===== src/rtl/imem_loader_pkg.sv =====
// Shared definitions for the instruction-memory loader: FSM state encoding,
// default frame marker, write lane mask and the word-to-byte-address helper.
package imem_loader_pkg;

    typedef enum logic [2:0] {
        LDR_IDLE  = 3'd0,
        LDR_LEN   = 3'd1,
        LDR_DATA  = 3'd2,
        LDR_CSUM  = 3'd3,
        LDR_DONE  = 3'd4,
        LDR_ERROR = 3'd5
    } ldr_state_t;

    localparam logic [7:0] DEFAULT_SYNC_BYTE = 8'hA5;
    localparam logic [3:0] FULL_WORD_ENB     = 4'b1111;

    function automatic logic [31:0] word_byte_addr(input logic [31:0] base,
                                                   input logic [15:0] word_idx);
        return base + {14'd0, word_idx, 2'b00};
    endfunction

endpackage


===== src/rtl/imem_loader_word_assembler.sv =====
// Little-endian byte-to-word assembler shared by the length and payload phases.
// The completed word is presented combinationally alongside the 4th byte.
module imem_loader_word_assembler (
    input  logic        clk,
    input  logic        rst,
    input  logic        clr,
    input  logic        byte_vld,
    input  logic [7:0]  byte_in,
    output logic [31:0] word,
    output logic        word_valid
);

    logic [1:0]  byte_idx;
    logic [23:0] shreg;

    always_ff @(posedge clk or negedge rst) begin
        if (!rst) begin
            byte_idx <= 2'd0;
            shreg    <= 24'd0;
        end else if (clr) begin
            byte_idx <= 2'd0;
            shreg    <= 24'd0;
        end else if (byte_vld) begin
            byte_idx <= byte_idx + 2'd1;
            shreg    <= {byte_in, shreg[23:8]};
        end
    end

    // After three bytes shreg holds {b2, b1, b0}; the live byte completes the word.
    assign word       = {byte_in, shreg};
    assign word_valid = byte_vld && (byte_idx == 2'd3);

endmodule


===== src/rtl/imem_loader.sv =====
// Fills the instruction BRAM from a framed byte stream and holds the core until
// the image checksum passes. Optional inter-byte timeout: LOADER_TIMEOUT_EN.
//
// state     | meaning
// ----------+--------------------------------------------------------------
// LDR_IDLE  | waiting for the sync byte, everything else discarded
// LDR_LEN   | collecting the 4-byte little-endian word count
// LDR_DATA  | collecting payload words, one BRAM write per completed word
// LDR_CSUM  | comparing the trailing byte with the payload byte sum
// LDR_DONE  | image valid, core released, further bytes dropped
// LDR_ERROR | load failed, core held; sync byte starts a new frame
module imem_loader
    import imem_loader_pkg::*;
#(
    parameter logic [31:0] BASE_ADDR      = 32'h0000_0000,
    parameter int          MAX_WORDS      = 1024,
    parameter logic [7:0]  SYNC_BYTE      = DEFAULT_SYNC_BYTE,
    parameter int          TIMEOUT_CYCLES = 1_000_000
) (
    input  logic        clk,
    input  logic        rst,
    input  logic [7:0]  in_data,
    input  logic        in_valid,
    output logic        in_ready,
    input  logic        reload,
    output logic [31:0] w_addr,
    output logic [31:0] w_dat,
    output logic        w_enb,
    output logic [3:0]  byte_enb,
    output logic        cpu_hold,
    output logic        done,
    output logic        error,
    output logic [15:0] words_loaded
);

    localparam logic [31:0] MAX_W32 = 32'(MAX_WORDS);
    localparam logic [15:0] MAX_W16 = 16'(MAX_WORDS);

    ldr_state_t  state, state_nxt;
    logic [31:0] len_q, len_nxt;
    logic [7:0]  csum_q, csum_nxt;
    logic [15:0] wl_q, wl_nxt;
    logic [31:0] w_addr_nxt, w_dat_nxt;
    logic        wr_nxt;

    logic        xfer;
    logic        is_sync;
    logic        asm_clr, asm_vld;
    logic [31:0] asm_word;
    logic        asm_word_valid;

    // Every state can take a byte; DONE/IDLE simply drop what they don't need.
    assign in_ready = 1'b1;
    assign xfer     = in_valid && in_ready;
    assign is_sync  = (in_data == SYNC_BYTE);

    imem_loader_word_assembler u_word_assembler (
        .clk        (clk),
        .rst        (rst),
        .clr        (asm_clr),
        .byte_vld   (asm_vld),
        .byte_in    (in_data),
        .word       (asm_word),
        .word_valid (asm_word_valid)
    );

`ifdef LOADER_TIMEOUT_EN
    localparam logic [31:0] TMO_LOAD = 32'(TIMEOUT_CYCLES - 1);

    logic        active;
    logic [31:0] tmo_cnt;
    logic        tmo_expired;

    assign active = (state == LDR_LEN) || (state == LDR_DATA) || (state == LDR_CSUM);

    always_ff @(posedge clk or negedge rst) begin
        if (!rst) begin
            tmo_cnt <= TMO_LOAD;
        end else if (xfer || !active) begin
            tmo_cnt <= TMO_LOAD;
        end else if (tmo_cnt != 32'd0) begin
            tmo_cnt <= tmo_cnt - 32'd1;
        end
    end

    assign tmo_expired = active && !xfer && (tmo_cnt == 32'd0);
`endif

    always_comb begin
        state_nxt  = state;
        len_nxt    = len_q;
        csum_nxt   = csum_q;
        wl_nxt     = wl_q;
        w_addr_nxt = w_addr;
        w_dat_nxt  = w_dat;
        wr_nxt     = 1'b0;
        asm_clr    = 1'b0;
        asm_vld    = 1'b0;

        case (state)
            LDR_IDLE: begin
                if (xfer && is_sync) begin
                    state_nxt = LDR_LEN;
                    len_nxt   = 32'd0;
                    csum_nxt  = 8'd0;
                    wl_nxt    = 16'd0;
                    asm_clr   = 1'b1;
                end
            end
            LDR_LEN: begin
                asm_vld = xfer;
                if (asm_word_valid) begin
                    len_nxt = asm_word;
                    if (asm_word > MAX_W32) begin
                        state_nxt = LDR_ERROR;
                    end else if (asm_word == 32'd0) begin
                        state_nxt = LDR_CSUM;
                    end else begin
                        state_nxt = LDR_DATA;
                    end
                end
            end
            LDR_DATA: begin
                asm_vld = xfer;
                if (xfer) begin
                    csum_nxt = csum_q + in_data;
                end
                if (asm_word_valid) begin
                    // Saturation guard keeps the address inside the image window.
                    if (wl_q < MAX_W16) begin
                        wr_nxt     = 1'b1;
                        w_addr_nxt = word_byte_addr(BASE_ADDR, wl_q);
                        w_dat_nxt  = asm_word;
                        wl_nxt     = wl_q + 16'd1;
                    end
                    if ({16'd0, wl_q} + 32'd1 >= len_q) begin
                        state_nxt = LDR_CSUM;
                    end
                end
            end
            LDR_CSUM: begin
                if (xfer) begin
                    state_nxt = (in_data == csum_q) ? LDR_DONE : LDR_ERROR;
                end
            end
            LDR_DONE: begin
                if (reload) begin
                    state_nxt = LDR_IDLE;
                end
            end
            LDR_ERROR: begin
                if (reload) begin
                    state_nxt = LDR_IDLE;
                end else if (xfer && is_sync) begin
                    state_nxt = LDR_LEN;
                    len_nxt   = 32'd0;
                    csum_nxt  = 8'd0;
                    wl_nxt    = 16'd0;
                    asm_clr   = 1'b1;
                end
            end
            default: begin
                state_nxt = LDR_IDLE;
            end
        endcase

`ifdef LOADER_TIMEOUT_EN
        // A stall never coincides with a completed word, so no write is dropped here.
        if (tmo_expired) begin
            state_nxt = LDR_ERROR;
            wr_nxt    = 1'b0;
        end
`endif
    end

    always_ff @(posedge clk or negedge rst) begin
        if (!rst) begin
            state    <= LDR_IDLE;
            len_q    <= 32'd0;
            csum_q   <= 8'd0;
            wl_q     <= 16'd0;
            w_addr   <= BASE_ADDR;
            w_dat    <= 32'd0;
            w_enb    <= 1'b0;
            byte_enb <= 4'b0000;
        end else begin
            state    <= state_nxt;
            len_q    <= len_nxt;
            csum_q   <= csum_nxt;
            wl_q     <= wl_nxt;
            w_addr   <= w_addr_nxt;
            w_dat    <= w_dat_nxt;
            w_enb    <= wr_nxt;
            byte_enb <= wr_nxt ? FULL_WORD_ENB : 4'b0000;
        end
    end

    assign done         = (state == LDR_DONE);
    assign error        = (state == LDR_ERROR);
    assign cpu_hold     = (state != LDR_DONE);
    assign words_loaded = wl_q;

endmodule


===== config.mk =====
export PLATFORM = sky130hd
export DESIGN_NAME = imem_loader
export DESIGN_NICKNAME = d
export VERILOG_FILES = /design/src/rtl/imem_loader_pkg.sv /design/src/rtl/imem_loader_word_assembler.sv /design/src/rtl/imem_loader.sv
export SDC_FILE = /design/constraint.sdc
export NUM_CORES = 1
export LEC_CHECK = 0
export BUFFER_PORTS_ARGS = -buffer_cell sky130_fd_sc_hd__buf_2
export CELL_PAD_IN_SITES_DETAIL_PLACEMENT = 1
export CELL_PAD_IN_SITES_GLOBAL_PLACEMENT = 2
export CORE_MARGIN = 2
export CORE_UTILIZATION = 30
export DETAILED_ROUTE_END_ITERATION = 16
export PLACE_DENSITY_LB_ADDON = 0.1
export SYNTH_ARGS = -nofsm -noshare
export SYNTH_HDL_FRONTEND = slang
export SYNTH_SLANG_ARGS = --single-unit

===== constraint.sdc =====
create_clock -name clk -period 5.7 [get_ports clk]
set_input_delay 0.855 -clock clk [delete_from_list [all_inputs] [get_ports clk]]
set_output_delay 0.855 -clock clk [all_outputs]
set_load 0.005 [all_outputs]

Word level (Yosys, flattened, before mapping)
Cells that the tools add are included.

Add/sub/neg operators: 4. $lt $le $gt $ge: 3. Eq/ne operators: 17. Mux-type cells: 36. Reductions and logical operators: 13.

Operator list (number): $mux 32 (3); $pmux 32 s3 (1); $mux 16 (4); $mux 24 (2); $pmux 16 s3 (1); $ge 17x32->1 (1); $gt 32x11->1 const B (1); $logic_not 32->1 (1); $mux 3 (8); $mux 8 (3); $pmux 8 s3 (1); $pmux 3 s6 (1); $add 16x1->17 const B (1); $add 16x1->16 const B (1); $lt 16x11->1 const B (1); $ne 2x2->1 const B (8); $reduce_and 3->1 (3); $add 8x8->8 (1); $eq 8x8->1 (1); $eq 8x8->1 const B (1); $mux 1 (8); $eq 3x2->1 const B (2); $eq 3x3->1 const B (2); $reduce_bool 3->1 (2); 13 further kinds (15).

Register bits after elaboration: 138. Logic and storage cells: 83.

Depth between registers and ports, before layout
Depth in word-level cells: 7. Gate-level depth with buffers: 14. Gate-level depth less buffers: 14.

Hierarchy
Synthesis repeated with hierarchy kept, for this count alone.

Cells, all modules: 748. Area total of the unflattened synthesis: 6847.8 µm².

By module, submodules not included: imem_loader (instances 1, cells each 654, area an instance 5694.2 µm², sequential area each 2702.6 µm²); imem_loader_word_assembler (instances 1, cells each 94, area an instance 1153.6 µm², sequential area each 650.6 µm²).

Least setup slack after synthesis
OpenSTA, ideal clock, no wires.

Path kind: reg-to-reg. Start point: reg wl_q[0] (netlist: words_loaded[0]). End point: reg state[0]. Setup time: 125 ps. Arrival time: 2819 ps. Slack: 2756 ps. Cell stages (with the launch flop): 15. Buffers on the path: 0. Path through: dfrtp_1 ha_1 and3_1 and3_1 and3_1 and3_1 nand3_1 xnor2_1 ha_1 nand2_1 o21ai_0 a21oi_1 o21ai_0 a31oi_1 mux2_2.

Word-level cells in the longest chain between the ends: 4.

Ends and longest elaborated chain: start: declaration (RTL line imem_loader.sv:42) `logic [15:0] wl_q, wl_nxt;`; start signal: assignment (RTL line imem_loader.sv:190) `wl_q <= wl_nxt;`; $add 16x1->17 (RTL line imem_loader.sv:136) `if ({16'd0, wl_q} + 32'd1 >= len_q) begin`; $ge 17x32->1 (RTL line imem_loader.sv:136); $ne 2x2->1 (no line); $reduce_and 5->1 (no line); end signal: assignment (RTL line imem_loader.sv:187) `state <= state_nxt;`; end: declaration (RTL line imem_loader.sv:39) `ldr_state_t state, state_nxt;`.

Every way passes these cells. A chain may end at the register's enable or synchronous reset.

Worst setup path after layout
Start point: reg wl_q[1] (netlist: words_loaded[1]). End point: reg state[0].

Same word-level chain as after synthesis.

==> summary.md <==
| Metric | Value |
|---|---|
| Post-route cell area | `7870 um2` |
| I/O pins | `101` |
| Setup tns final | `0 ns` |
| CTS Buffer Depth | `2` |
| Worst hold slack | `0.483 ns` |
| # DRC | `0` |
| Layout cells sized above 1 | `24.2%` |
| EDFF count, synth | `0` |
| Sequential element share of the synthesized area | `50.3%` |
| Post-Synthesis Cell Area | `6670 um2` |
| VDD IR-drop max | `201 uV` |
| Die height | `153 um` |
| Setup Buffers After CTS | `0` |
| Tightest Pin Transition | `1.22 ns` |
| WL final | `18.0 mm` |
| Clock Latency Late Sink | `0.42 ns` |
| CTS Buf Count | `17` |
| Hold buffer count at CTS | `0` |
| Placed Area | `7260 um2` |
| Final Setup Violations | `0` |
| Count leader, synth | `dfrtp_1` |
| Worst path arrival time | `3.68 ns` |
| Post-layout util | `36.1%` |
| Initial antenna violation count | `0` |
| Fin nets | `757` |
| Area Growth Syn to Fin | `18.0%` |
| Max cap viols | `0` |
| Yosys reg bits | `134` |
| Power per cell area | `356 nW/um2` |
| Vias | `4843` |
| Critical Path End Type | `register` |
| Biggest area consumer among synthesized cells | `dfrtp_1` |
| Rows | `54` |
| GR Util All Layers | `16.3%` |
| TritonCTS clock tree | `done` |
| Hold Path Class | `reg -> reg` |
| Antenna Violating Nets Remaining | `0` |
| Crit-path max FO | `6` |
| # clock sinks | `134` |
| DIE AREA | `23400 um2` |
| Syn Inst Count | `646` |
| Fin worst setup slack | `2.32 ns` |
| Max-slew headroom | `18.3%` |
| Post-CTS sizing | `0` |
| Grt total ovfl | `0` |
| H-tree depth | `4` |
| Detailed placement HPWL | `12.7 mm` |
| Final clock skew | `0.00613 ns` |
| Yosys top cell area share | `50.3%` |
| Final worst-path cycle share | `59.3%` |
| Clock Pin Slew Worst Setup and Hold Paths | `0.06 ns` |
| List of most frequent post-synthesis cells | `dfrtp_1 (134), nand2_1 (92), nor2_1 (47), mux2_2 (46), o21ai_0 (42)` |
| ANT cells | `0` |
| GPL Wtd Cong | `0.750` |
| Post-synth ARST share | `100%` |
| Leak | `4.00 nW` |
| Crit Path Class | `reg -> reg` |
| Mapped Avg Cell Area | `10.3 um2` |
| Final Power | `2.80 mW` |
| Cell Count, Final, Fillers Out | `1011` |
| First-pass GRT wire length | `30.0 mm` |
| Final Hold Violating Endpoints | `0` |
| WP data required | `6.00 ns` |
| Pin count of the biggest net entering global routing | `85` |
| Run status | `complete, no violations` |
| Fmax | `296 MHz` |
| Port bufs | `83` |
| Root buffer cell | `clkbuf_16` |
| Final min period | `3.38 ns` |
| Synth Warn # | `0` |
| Crit start category | `register` |
| RSZ-0062 raised after global routing | `no` |
| Number of global-route vias before repair | `5193` |
| Core area | `21800 um2` |
| DR vias/cell | `4.79` |
| Initial DRC Count | `156` |
| Initial Util | `30.6%` |
| Post-place setup slack | `2.33 ns` |
| Most used flip-flop cell after synthesis | `dfrtp_1` |
| Post-synthesis cell type count | `51` |
| Largest cells by area after synthesis | `dfrtp_1 (50%), mux2_2 (7.8%), nand2_1 (5.2%)` |
| WL/cell | `17.8 um` |
| First-pass DRT Iterations | `4` |
| Pins Over Slew Limit | `0` |
| Die width | `153 um` |
| Dpl cells | `979` |
-- flip-flops by register name (all words and copies together), names as in the netlist --
register / cells
len_q: 32
w_dat: 32
u_word_assembler.shreg: 24
w_addr: 16
words_loaded: 16
csum_q: 8
state: 3
u_word_assembler.byte_idx: 2
byte_enb: 1
-- metal layers --
metal  up-vias  track usage, %  share of wire, %
li1       2324               -                 -
met1      2413            21.8                48
met2        89            26.8                48
met3        17            3.18               2.9
met4         0            4.76               1.1
met5         -               0                 0
-- area by class of cell --
class	count	area, um2
inverters	25	93.8
clock buffers	18	439
well taps	280	350
repair buffers	86	444
fillers	2476	14000
clock inverters	14	164
multi-input cells	454	3020
flip-flops and latches	134	3350
-- critical path: stages, from the launching register on --
cell and delay [ns]:
dfrtp_1 0.45, ha_1 0.28, and3_1 0.23, and3_1 0.27
and3_1 0.25, and3_1 0.23, nand3_1 0.11, xnor2_1 0.18
ha_1 0.26, nand2_1 0.08, o21ai_0 0.08, a21oi_1 0.10
o21ai_0 0.11, a31oi_1 0.27, mux2_2 0.37
-- final timing paths --
check | cells past startpoint | to | startpoint | slack [ns]
min in group asynchronous | 1 | byte_enb[2] | rst | 0.51
max reg2reg | 14 | state[0] | words_loaded[1] | 2.32
min | 2 | len_q[10] | len_q[10] | 0.48
max | 14 | state[0] | words_loaded[1] | 2.32
max in group asynchronous | 2 | u_word_assembler.shreg[12] | rst | 4.00
min reg2reg | 2 | len_q[10] | len_q[10] | 0.48
-- report_power, final --
group          internal [mW]  switching [mW]  total (mW)
logic                  0.175           0.246       0.422
clock network          0.668           0.465        1.13
registers               1.06           0.189        1.25
-- logic make-up (layout without fill, tap and decap cells) --
logic type / Yosys count / in the layout / share of synthesized area [%]
multiplexers: 68 / 68 / 11.1
AND/OR/NAND/NOR: 221 / 221 / 15.8
flip-flops: 134 / 134 / 50.3
other: 2 / 17 / 0.113
adder cells (fa/ha/maj): 27 / 27 / 5.18
AO/OA/AOI/OAI: 98 / 98 / 8.99
XOR/XNOR: 23 / 23 / 3.02
buffers and inverters: 73 / 143 / 5.50
-- placed cells by master (no fill, tap or decap), types with 12 or more instances in the layout --
cell type and count:
mux2_2 46, dfrtp_1 134, mux2i_1 22, nor2_1 47, inv_1 25, clkbuf_16 17
nand3_1 12, a21oi_1 22, ha_1 26, conb_1 17, o21ai_0 42, nor4_1 13
nand2_1 92, xor2_1 13, buf_2 82, nor2b_1 13
(Power assumes the default switching activity.)
